`config.mk`:
```
export PLATFORM = sky130hd
export DESIGN_NAME = ds_addr_gen
export DESIGN_NICKNAME = d
export VERILOG_FILES = /design/src/rtl/ds_pkg.sv /design/src/rtl/ds_pixel_counter.sv /design/src/rtl/ds_addr_gen.sv
export SDC_FILE = /design/constraint.sdc
export NUM_CORES = 1
export LEC_CHECK = 0
export CORE_UTILIZATION = 45
export CTS_CLUSTER_DIAMETER = 50
export DETAILED_ROUTE_END_ITERATION = 10
export HOLD_SLACK_MARGIN = 0.08
export SYNTH_ARGS = -nofsm -noshare
export SYNTH_HDL_FRONTEND = slang
export SYNTH_SLANG_ARGS = --single-unit
```
`constraint.sdc`:
```
create_clock -name clk -period 8 [get_ports clk]
set_input_delay 1.2 -clock clk [delete_from_list [all_inputs] [get_ports clk]]
set_output_delay 1.2 -clock clk [all_outputs]
set_load 0.02 [all_outputs]
```
`src/rtl/ds_pkg.sv`:
```
// Shared types and defaults for the 2x2 downsampling address generator.
package ds_pkg;

  localparam int ADDR_W_DEF = 20;
  localparam int IMG_W_DEF  = 256;
  localparam int IMG_H_DEF  = 256;
  localparam int HALF_W     = IMG_W_DEF / 2;
  localparam int HALF_H     = IMG_H_DEF / 2;

  typedef enum logic [2:0] {
    IDLE,
    S00,
    S01,
    S10,
    S11,
    DST,
    DONE
  } ds_state_e;

  // Counter width that stays at least one bit for a single-entry range.
  function automatic int cnt_w(input int n);
    return (n > 1) ? $clog2(n) : 1;
  endfunction

endpackage

```
`src/rtl/ds_pixel_counter.sv`:
```
// Output-pixel row/column counter with column-wrap and last-pixel flags.
// Latency: flags reflect the registered position; advances on the same edge as adv_i.
// Backpressure: none; advances only when the caller pulses adv_i.
module ds_pixel_counter
  import ds_pkg::*;
#(
  parameter int COLS = HALF_W,
  parameter int ROWS = HALF_H
) (
  input  logic clk,
  input  logic rst_n,
  input  logic clr_i,
  input  logic adv_i,
  output logic col_wrap_o,
  output logic last_o
);

  localparam int CW = cnt_w(COLS);
  localparam int RW = cnt_w(ROWS);

  logic [CW-1:0] col_q, col_d;
  logic [RW-1:0] row_q, row_d;

  assign col_wrap_o = (col_q == CW'(COLS - 1));
  assign last_o     = col_wrap_o && (row_q == RW'(ROWS - 1));

  always_comb begin
    col_d = col_q;
    row_d = row_q;
    if (clr_i) begin
      col_d = '0;
      row_d = '0;
    end else if (adv_i) begin
      if (col_wrap_o) begin
        col_d = '0;
        row_d = last_o ? '0 : row_q + 1'b1;
      end else begin
        col_d = col_q + 1'b1;
      end
    end
  end

  always_ff @(posedge clk or negedge rst_n) begin
    if (!rst_n) begin
      col_q <= '0;
      row_q <= '0;
    end else begin
      col_q <= col_d;
      row_q <= row_d;
    end
  end

endmodule

```
`src/rtl/ds_addr_gen.sv`:
```
// 2x2 downsampling address generator: four source addresses then one destination per pixel.
// Latency: start/step edge registers the next address; addr_we pulses for its first cycle.
// Backpressure: step=0 holds the current address indefinitely with addr_we low.
module ds_addr_gen
  import ds_pkg::*;
#(
  parameter int IMG_W  = IMG_W_DEF,
  parameter int IMG_H  = IMG_H_DEF,
  parameter int ADDR_W = ADDR_W_DEF
) (
  input  logic              clk,
  input  logic              rst_n,
  input  logic              start,
  input  logic              step,
  input  logic [ADDR_W-1:0] src_base,
  input  logic [ADDR_W-1:0] dst_base,
  output logic [ADDR_W-1:0] addr_out,
  output logic              addr_we,
  output logic              addr_sel,
  output logic              busy,
  output logic              done
);

  localparam logic [ADDR_W-1:0] ROW_OFS  = ADDR_W'(IMG_W);
  localparam logic [ADDR_W-1:0] ROW_STEP = ADDR_W'(2 * IMG_W);

  ds_state_e         state_q, state_d;
  logic [ADDR_W-1:0] row_ptr_q, row_ptr_d;
  logic [ADDR_W-1:0] col_off_q, col_off_d;
  logic [ADDR_W-1:0] dst_ptr_q, dst_ptr_d;
  logic              we_q, we_d;
  logic              frame_start, pix_adv, col_wrap, last_pix;

  assign frame_start = (state_q == IDLE) && start;
  assign pix_adv     = (state_q == DST) && step;

  ds_pixel_counter #(
    .COLS(IMG_W / 2),
    .ROWS(IMG_H / 2)
  ) u_pix_cnt (
    .clk       (clk),
    .rst_n     (rst_n),
    .clr_i     (frame_start),
    .adv_i     (pix_adv),
    .col_wrap_o(col_wrap),
    .last_o    (last_pix)
  );

  always_ff @(posedge clk or negedge rst_n) begin
    if (!rst_n) begin
      state_q   <= IDLE;
      row_ptr_q <= '0;
      col_off_q <= '0;
      dst_ptr_q <= '0;
      we_q      <= 1'b0;
    end else begin
      state_q   <= state_d;
      row_ptr_q <= row_ptr_d;
      col_off_q <= col_off_d;
      dst_ptr_q <= dst_ptr_d;
      we_q      <= we_d;
    end
  end

  always_comb begin
    state_d = state_q;
    unique case (state_q)
      IDLE:    if (start) state_d = S00;
      S00:     if (step)  state_d = S01;
      S01:     if (step)  state_d = S10;
      S10:     if (step)  state_d = S11;
      S11:     if (step)  state_d = DST;
      DST:     if (step)  state_d = last_pix ? DONE : S00;
      DONE:    state_d = IDLE;
      default: state_d = IDLE;
    endcase
  end

  // Running adders replace r*2*IMG_W, 2c and r*IMG_W/2+c.
  always_comb begin
    row_ptr_d = row_ptr_q;
    col_off_d = col_off_q;
    dst_ptr_d = dst_ptr_q;
    if (frame_start) begin
      row_ptr_d = src_base;
      col_off_d = '0;
      dst_ptr_d = dst_base;
    end else if (pix_adv) begin
      dst_ptr_d = dst_ptr_q + 1'b1;
      if (col_wrap) begin
        col_off_d = '0;
        row_ptr_d = row_ptr_q + ROW_STEP;
      end else begin
        col_off_d = col_off_q + ADDR_W'(2);
      end
    end
  end

  // Write pulse marks the first cycle of every emit state.
  assign we_d = (state_d != state_q) && (state_d != IDLE) && (state_d != DONE);

  always_comb begin
    addr_out = '0;
    addr_sel = 1'b0;
    unique case (state_q)
      S00:     addr_out = row_ptr_q + col_off_q;
      S01:     addr_out = row_ptr_q + col_off_q + 1'b1;
      S10:     addr_out = row_ptr_q + ROW_OFS + col_off_q;
      S11:     addr_out = row_ptr_q + ROW_OFS + col_off_q + 1'b1;
      DST: begin
        addr_out = dst_ptr_q;
        addr_sel = 1'b1;
      end
      default: ;
    endcase
  end

  assign addr_we = we_q;
  assign busy    = (state_q != IDLE);
  assign done    = (state_q == DONE);

endmodule

```
==> results of run 1 <==
==> placed cells by master, fill, tap and decap left out, types with 6 or more instances in the layout <==
cell type        instances
a211oi_1                 9
a21oi_1                 40
a221o_1                  7
a22o_1                  19
a31oi_1                 15
and2_1                  12
and3_1                  17
buf_4                    9
clkbuf_16                9
clkdlybuf4s50_1         66
dfrtp_1                 77
fa_1                    14
ha_1                    43
inv_1                   31
mux2i_1                 17
nand2_1                107
nand2b_1                10
nand3_1                 30
nand4_1                 14
nor2_1                  94
nor3_1                  19
o211ai_1                10
o21ai_0                 61
o22ai_1                 14
o31ai_1                  6
or3_1                    8
xnor2_1                 30
xor2_1                  52
==> power groups by stage <==
| stage | Combinational, mW | Sequential (mW) | Clock, mW |
|---|---|---|---|
| floorplan | 1.32 | 0.610 | 0 |
| global placement | 1.81 | 0.690 | 0 |
| detailed placement | 1.83 | 0.695 | 0 |
| CTS | 1.84 | 0.688 | 0.465 |
| global route | 2.03 | 0.710 | 0.479 |
| finish | 1.85 | 0.695 | 0.456 |
==> registers in the layout (all words and copies together), names as in the netlist <==
signal           count
col_off_q           19
u_pix_cnt.col_q      7
u_pix_cnt.row_q      7
row_ptr_q           20
addr_we              1
state_q              3
dst_ptr_q           20
==> worst register-to-register path: stages, from the launching register on <==
cell and delay, ns:
dfrtp_1 0.33, buf_4 0.39, nor2b_1 0.48, nand3_1 0.51, nor2_1 0.76, nand4_1 0.27
nor2_1 0.30, nand3_1 0.18, xor2_1 0.17, o21ai_0 0.15
==> area by class of cell <==
cell class              count  share of cell area
multi-input cells         750               0.604
inverters                  31              0.0137
flip-flops and latches     77               0.227
well taps                 216              0.0318
repair buffers             75              0.0857
clock buffers              11              0.0286
clock inverters             5             0.00972
==> kinds of logic after synthesis <==
group,count (synthesis),synth area share
AO/OA/AOI/OAI,236,0.221
adder cells (fa/ha/maj),57,0.111
flip-flops,77,0.262
XOR/XNOR,84,0.102
buffers and inverters,75,0.0415
multiplexers,19,0.0267
AND/OR/NAND/NOR,352,0.235
other,2,0.00102
==> how the worst max path moves through the flow <==
stage / startpoint / to
final: state_q[2] / addr_out[19]
after global placement: state_q[2] / addr_out[19]
after global routing: state_q[2] / addr_out[19]
after detailed placement: state_q[2] / addr_out[19]
after floorplan: col_off_q[6] / addr_out[19]
after CTS: state_q[2] / addr_out[19]
==> routing by layer <==
layer / wire length (um) / vias to the layer above / GRT usage / part of all wire
li1: - / 3329 / - / -
met1: 10900 / 3380 / 0.412 / 0.49
met2: 9850 / 221 / 0.422 / 0.44
met3: 1240 / 24 / 0.0267 / 0.055
met4: 313 / 0 / 0.0698 / 0.014
met5: 0 / - / 0 / 0
==> results.cfg, run 1 <==
[detailed_routing]
wire_per_inst_um = 19.1
wl_mm = 22.3
drtPass1Iterations = 5
viasPerCell = 5.97
drc = 0
drt_iter0_drc = 491
antenna_left = 0
vias = 6954

[job]
cap_violations = 0

[logic_synthesis]
ys_async_sr_fraction = 1.00
yosys.area.top_type_share = 0.262
synthesis.area_sq_um = 7360
synth.distinct_cells = 78
ys.flop_type = dfrtp_1
synth_common_cells = nand2_1 (107), nor2_1 (94), dfrtp_1 (77)
syn_avg_cell_area_sq_um = 8.16
ys_seq_area_frac = 0.262
syn_inst = 902
synth_top_area_cell = dfrtp_1
synthTopCellsByArea = dfrtp_1 (26%), ha_1 (7.3%), xor2_1 (6.2%)
yosysMostFrequentCell = nand2_1
ys_ff_latch = 77
synth-edff-count = 0
synth_fp_nets = 1003
ys_warn_count = 0

[worst_setup_path]
crit_top_cell = xor2_1
cp_max_fo = 42
cpPeakStageDelay_ns = 0.67
slowest_stage = nand2b_1
start_kind = flip-flop
worst-path-stages = 12
critPathRequiredTime_ns = 6.80
cp.arrival_ns = 5.01
critPathTopFamily = simple AND/OR/NAND/NOR gates
path_cells = buf_4 -> nor2b_1 -> nand2b_1 -> o22ai_1 -> xor2_1 -> a311o_1 -> nor3_4 -> nand4_2 -> nor4_2 -> xor2_1 -> a221o_1 -> clkdlybuf4s50_1
rr_startpoint = state_q[2]
worst-path-buf-inv = 2
r2r_end = row_ptr_q[19]
critPathKind = flip-flop to output port
reg2reg_depth = 9
worstSetupEndpointType = output port
r2r_slack_ns = 4.37

[power_and_ir_drop]
p_per_area_nw_per_um2 = 354
clockPowerShare = 0.152
netSwitchingPower_mw = 1.46
peakVddDrop_mv = 0.169
pwr-share-seq = 0.231
p_comb_frac = 0.617
finalPower_mw = 3.00
power.internal_mw = 1.54
swShare = 0.487
p_leak_nw = 3.58

[layout]
fin_nets = 1045
antenna-diode-count = 0
syn2layout_area_growth_pct = 15.4
fin_util = 0.533
multi_input_area_sq_um = 5130
final_area_sq_um = 8490
drive_gt1_frac = 0.0527
fin_cells = 1165
seq_area_sq_um = 1930
fillers = 1582

[timing]
tns_ns = 0
slew_headroom = 0.309
rsz0062_at_grt = no
setup_viol = 0
tightestPinTransition_ns = 1.04
max_freq_ghz = 0.161
fin_crit_sh = 0.776
worst_slack_ns = 1.79
hold_viol = 0
hold_ws_ns = 0.485
fin_crit_ns = 6.21
finClkSkew_ns = 0.00666
drv_slew = 0

[grt]
grt_pass1_vias = 6500
grt_max_degree = 78
track_usage = 0.275
grt-ovfl-total = 0
antenna_found_initial = 0
grt_first_pass_wirelength_mm = 35.4

[cts]
cts_hold_buf = 0
path_clk_slew_ns = 0.06
clkLatencyLatePin_ns = 0.34
cts_root_buffer = clkbuf_16
cts_resized = 0
cts_setup_buffers = 0
htree_levels = 3
cts_made_buffers = 9
clock_sinks = 77
cts_tree = yes
cts_buffer_depth = 2

[placed_design]
place_congestion = 0.919
placed_cells = 1149
dpl_cell_area_sq_um = 8170
io_buffers = 67
post-place-ws_ns = 2.20
dpl.hpwl_mm = 17.4

[worst_hold_path]
hold_path_end = u_pix_cnt.row_q[5]
min_path_type = flip-flop to flip-flop
hp-start = u_pix_cnt.row_q[5]
hold_path_depth = 1

[floorplanning]
pin_count = 68
die_w_um = 130
start_util = 0.461
dieHeight_um = 130
dieArea_sq_um = 16900
core_sq_um = 15900
rows = 46

[status]
status = complete, no violations
(Power assumes the default switching activity.)
==> run 2, diff against run 1 <==
Clock period 8 ns to 5.9 ns, I/O delays scaled along.
==> run 2 against run 1 <==
Effect of this change: global-route usage is 0.85 points higher; sequential power is 41% higher; non-clock buffer count is 3 higher; final cell count is 0.26% higher; first-iteration DRC count is 4.3% lower; register-to-register slack worse by 1.9 ns; highest routed layer unchanged.
==> results.cfg, run 2 (synthesized netlist as in run 1, its figures left out) <==
[status]
status = complete, no violations

[timing]
worst_slack_ns = 0.205
fin_crit_ns = 5.69
hold_viol = 0
drv_slew = 0
setup_viol = 0
max_freq_ghz = 0.176
tightestPinTransition_ns = 1.00
slew_headroom = 0.334
tns_ns = 0
rsz0062_at_grt = no
fin_crit_sh = 0.965
finClkSkew_ns = 0.00477

[layout]
final_common_cell = nand2_1
final_area_sq_um = 8520
fin_util = 0.534
fin_cells = 1168
drive_gt1_frac = 0.0588
antenna-diode-count = 0
final_cell_mix = nand2_1 (107), nor2_1 (94), dfrtp_1 (77)
fin_nets = 1048
fillers = 1519
top_regs = dst_ptr_q: 20 flops, row_ptr_q: 20 flops, col_off_q: 19 flops
syn2layout_area_growth_pct = 15.8

[worst_setup_path]
slowest_stage = fa_2
critPathRequiredTime_ns = 5.02
cp.arrival_ns = 4.81
r2r_slack_ns = 2.46
crit_top_cell = a221o_1
rr_startpoint = state_q[2]
path_cells = ha_1 -> inv_1 -> fa_2 -> and3b_1 -> a221o_1 -> o21a_4 -> or4_1 -> a31oi_1 -> xnor2_1 -> nand4_2 -> nor4_2 -> xor2_1 -> a221o_1 -> clkdlybuf4s50_1
reg2reg_depth = 9
worstSetupEndpointType = output port
critPathKind = flip-flop to output port
r2r_end = row_ptr_q[19]
cpPeakStageDelay_ns = 0.60
cp_max_fo = 6
start_kind = flip-flop

[grt]
track_usage = 0.283
antenna_found_initial = 0
grt-ovfl-total = 0
grt_first_pass_wirelength_mm = 36.5
grt_max_degree = 78
grt_pass1_vias = 6675

[detailed_routing]
drtPass1Iterations = 5
vias = 6944
antenna_left = 0
wl_mm = 22.7
drt_iter0_drc = 470
wire_per_inst_um = 19.4
viasPerCell = 5.95
drc = 0

[worst_hold_path]
hold_path_depth = 2
hold_path_end = row_ptr_q[3]
min_path_type = flip-flop to flip-flop
hp-start = row_ptr_q[3]

[placed_design]
dpl.hpwl_mm = 17.7
placed_cells = 1151
post-place-ws_ns = 0.513
place_congestion = 0.898
io_buffers = 67
dpl_cell_area_sq_um = 8180

[cts]
cts_made_buffers = 9
path_clk_slew_ns = 0.06
cts_root_buffer = clkbuf_16
htree_levels = 3
cts_buffer_depth = 2
cts_tree = yes
clock_sinks = 77
cts_hold_buf = 0
clkLatencyLatePin_ns = 0.34

[floorplanning]
pin_count = 68
start_util = 0.461
dieHeight_um = 130
core_sq_um = 15900
rows = 46
dieArea_sq_um = 16900
die_w_um = 130

[job]
cap_violations = 0

[power_and_ir_drop]
peakVddDrop_mv = 0.323
p_per_area_nw_per_um2 = 478
p_leak_nw = 3.60
-- run 2: where the power goes --
part / internal [mW] / leakage, nW / switching, mW
clock: 0.362 / 0.152 / 0.213
combinational: 1.03 / 2.45 / 1.49
sequential: 0.684 / 0.994 / 0.298
-- run 2: worst max-delay path, delay by kind of cell (launching register included) --
kind,cells,cell delay (ns)
and+or+nand+nor,4,1.15
xor gates and xnor gates,2,0.35
adders and majority gates,2,0.81
buffers and inverters,2,0.59
DFF,1,0.43
AOI/OAI and AO/OA,4,1.16
-- run 2: worst max-delay path by stage --
stage,start,end,slack [ns]
global route,col_off_q[4],addr_out[19],0.001
detailed placement,col_off_q[6],addr_out[19],0.51
CTS,col_off_q[6],addr_out[19],0.15
global placement,col_off_q[6],addr_out[19],0.64
finish,col_off_q[6],addr_out[19],0.21
floorplan,col_off_q[6],addr_out[19],1.29
-- run 2: layer usage --
metal	part of all wire	track usage
met1	0.49	0.423
met2	0.45	0.439
met3	0.050	0.0271
met4	0.012	0.0698
met5	0	0
-- run 2: what timing repair did --
action / in CTS / in global routing
hold endpoints to repair: 0 / 0
gates resized for setup: 0 / 3
setup endpoints to repair: 0 / 1
setup buffers: 0 / 1
-- run 2: layout make-up --
class                           instances  area, sq um  area share
Sequential cell                        77         1930       0.226
Clock inverter                          3         42.5     0.00499
Inverter                               31          116      0.0137
Multi-Input combinational cell        750         5140       0.604
Clock buffer                           13          270      0.0317
Tap cell                              216          270      0.0317
Timing Repair Buffer                   78          751      0.0881
-- run 2: stage by stage --
step                power (mW)  hold slack [ns]
floorplan                 2.61            0.438
global placement          3.42            0.467
detailed placement        3.46            0.469
CTS                       4.05            0.505
global route              4.38            0.531
finish                    4.07            0.499
==> run 3, diff against run 2 <==
Settings changed: CORE_UTILIZATION 45 to 59, PLACE_DENSITY set to 0.82, SYNTH_HIERARCHICAL set to 1.
==> run 3 against run 2 <==
Effect of this change: register-to-register slack got worse by 0.06 ns; global-route usage increased by 1.0 points; non-clock buffer count decreased by 5; worst hold slack got worse by 0.0042 ns; die area decreased by 24%; combinational power decreased by 6%; sequential power decreased by 12%; final cell count decreased by 3.3%; design area decreased by 1.2%; total power decreased by 6.4%; routed wire length decreased by 22%; critical endpoint is now addr_out[18]; highest routed layer unchanged; synthesized cell count increased by 1.2%.
==> results.cfg, run 3 <==
[status]
status = complete, no violations

[layout]
drive_gt1_frac = 0.0479
antenna-diode-count = 0
fillers = 999
fin_cells = 1129
seq_area_sq_um = 1930
final_cell_mix = nand2_1 (136), o21ai_0 (78), dfrtp_1 (77)
fin_util = 0.698
fin_nets = 1058
multi_input_area_sq_um = 5080
top_regs = dst_ptr_q: 20 flops, row_ptr_q: 20 flops, col_off_q: 19 flops
final_common_cell = nand2_1
syn2layout_area_growth_pct = 15.0

[cts]
cts_setup_buffers = 0
clkLatencyLatePin_ns = 0.35
cts_root_buffer = clkbuf_16
cts_buffer_depth = 2
clock_sinks = 77
cts_made_buffers = 9
htree_levels = 3
path_clk_slew_ns = 0.06
cts_tree = yes

[worst_hold_path]
hold_path_end = row_ptr_q[1]
hp-start = row_ptr_q[1]
min_path_type = flip-flop to flip-flop
hold_path_depth = 2

[logic_synthesis]
ys.flop_type = dfrtp_1
ys_async_sr_fraction = 1.00
synth_compound_area_frac = 0.198
synth_xor_area_frac = 0.117
ys_seq_area_frac = 0.263
synth_fp_nets = 1014
synth_top_area_cell = dfrtp_1
synth-edff-count = 0
synth_common_cells = nand2_1 (136), o21ai_0 (78), dfrtp_1 (77)
synth-simple-area-share = 0.223
synthAdderAreaFrac = 0.114
synth_top_family_by_area = simple AND/OR/NAND/NOR gates
ys_warn_count = 6
yosysMostFrequentCell = nand2_1
synth.distinct_cells = 73
synthesis.area_sq_um = 7320
ys_ff_latch = 77
yosys.area.top_type_share = 0.263
synthTopCellsByArea = dfrtp_1 (26%), ha_1 (7.0%), nand2_1 (7.0%)
syn_avg_cell_area_sq_um = 8.01
synthMuxAreaShare = 0.0393
syn_inst = 913

[detailed_routing]
wire_per_inst_um = 15.7
vias = 6680
drtPass1Iterations = 5
drt_iter0_drc = 491
antenna_left = 0
viasPerCell = 5.92
wl_mm = 17.8
drc = 0

[grt]
grt_first_pass_wirelength_mm = 29.9
track_usage = 0.294
grt_max_degree = 78
grt-ovfl-total = 0
antenna_found_initial = 0
grt_pass1_vias = 6423

[floorplanning]
die_w_um = 113
core_sq_um = 12100
dieHeight_um = 113
pin_count = 68
dieArea_sq_um = 12800
start_util = 0.607
rows = 40

[placed_design]
dpl.hpwl_mm = 13.6
io_buffers = 67
placed_cells = 1114
place_congestion = 0.927
post-place-ws_ns = 0.685

[timing]
hold_viol = 0
drv_slew = 0
tns_ns = 0
setup_viol = 0
slew_headroom = 0.329
fin_crit_ns = 5.61
fin_crit_sh = 0.950
rsz0062_at_grt = no
hold_ws_ns = 0.495
max_freq_ghz = 0.178
finClkSkew_ns = 0.00428
worst_slack_ns = 0.294
tightestPinTransition_ns = 1.01

[worst_setup_path]
rr_startpoint = state_q[0]
critPathKind = flip-flop to output port
r2r_end = dst_ptr_q[19]
worstSetupEndpointType = output port
r2r_slack_ns = 2.40
critPathRequiredTime_ns = 5.02
crit_path_start = col_off_q[4]
cp_max_fo = 6
start_kind = flip-flop
reg2reg_depth = 10
cp.arrival_ns = 4.72

[power_and_ir_drop]
clockPowerShare = 0.156
power.internal_mw = 2.05
swShare = 0.461
netSwitchingPower_mw = 1.76
p_leak_nw = 3.54
pwr-share-seq = 0.228
p_per_area_nw_per_um2 = 453
p_comb_frac = 0.617
peakVddDrop_mv = 0.300

[job]
cap_violations = 0
## run 3: what timing repair did
item                                    4_1_cts  5_1_grt
gates resized for setup                       0        2
hold buffers                                  0        0
endpoints found under the setup margin        0        1
## run 3: worst max path at each step
stage / endpoint / cells after the start
CTS: addr_out[17] / 13
floorplan: addr_out[18] / 12
global placement: addr_out[17] / 13
finish: addr_out[18] / 13
global route: addr_out[14] / 14
detailed placement: addr_out[17] / 13
## run 3: power by group through the flow
stage          Combinational (mW)  Sequential (mW)  Clock [mW]
2_1_floorplan                1.67            0.833           0
3_3_place_gp                 2.28            0.866           0
3_5_place_dp                 2.31            0.873           0
4_1_cts                      2.33            0.866       0.605
5_1_grt                      2.58            0.894       0.622
6_report                     2.35            0.868       0.593
## run 3: cell families (layout without fill, tap and decap cells)
logic type | after synthesis | after routing
AND/OR/NAND/NOR | 342 | 342
buffers and inverters | 84 | 132
flip-flops | 77 | 77
AO/OA/AOI/OAI | 227 | 227
other | 1 | 1
XOR/XNOR | 98 | 98
adder cells (fa/ha/maj) | 57 | 57
multiplexers | 27 | 27
## run 3: layout make-up
class | count | area share
flip-flops and latches | 77 | 0.229
inverters | 44 | 0.0196
well taps | 168 | 0.0250
multi-input cells | 752 | 0.604
clock buffers | 10 | 0.0284
clock inverters | 5 | 0.00892
repair buffers | 73 | 0.0848
## run 3: per-stage QoR
stage,power (mW),instance area (sq um)
6_report,3.81,8410
5_1_grt,4.09,8410
4_1_cts,3.80,8390
3_5_place_dp,3.19,8080
3_3_place_gp,3.15,8080
2_1_floorplan,2.50,7320
## run 3: critical path: stages (launching register included)
cell,delay [ns]
dfrtp_1,0.43
ha_1,0.25
fa_1,0.60
nand2b_1,0.14
a2111o_1,0.47
a2111o_1,0.53
a31oi_4,0.23
mux2i_1,0.26
o21ai_0,0.11
a21oi_1,0.27
nand3_1,0.14
xnor2_1,0.14
o21ai_0,0.16
clkdlybuf4s50_1,0.62
## run 3: routing by layer
metal	up-vias	global-route usage	share of wire
met4	0	0.114	0.022
met2	177	0.504	0.49
met1	3196	0.381	0.44
met3	32	0.0311	0.047
met5	-	0	0
li1	3275	-	-
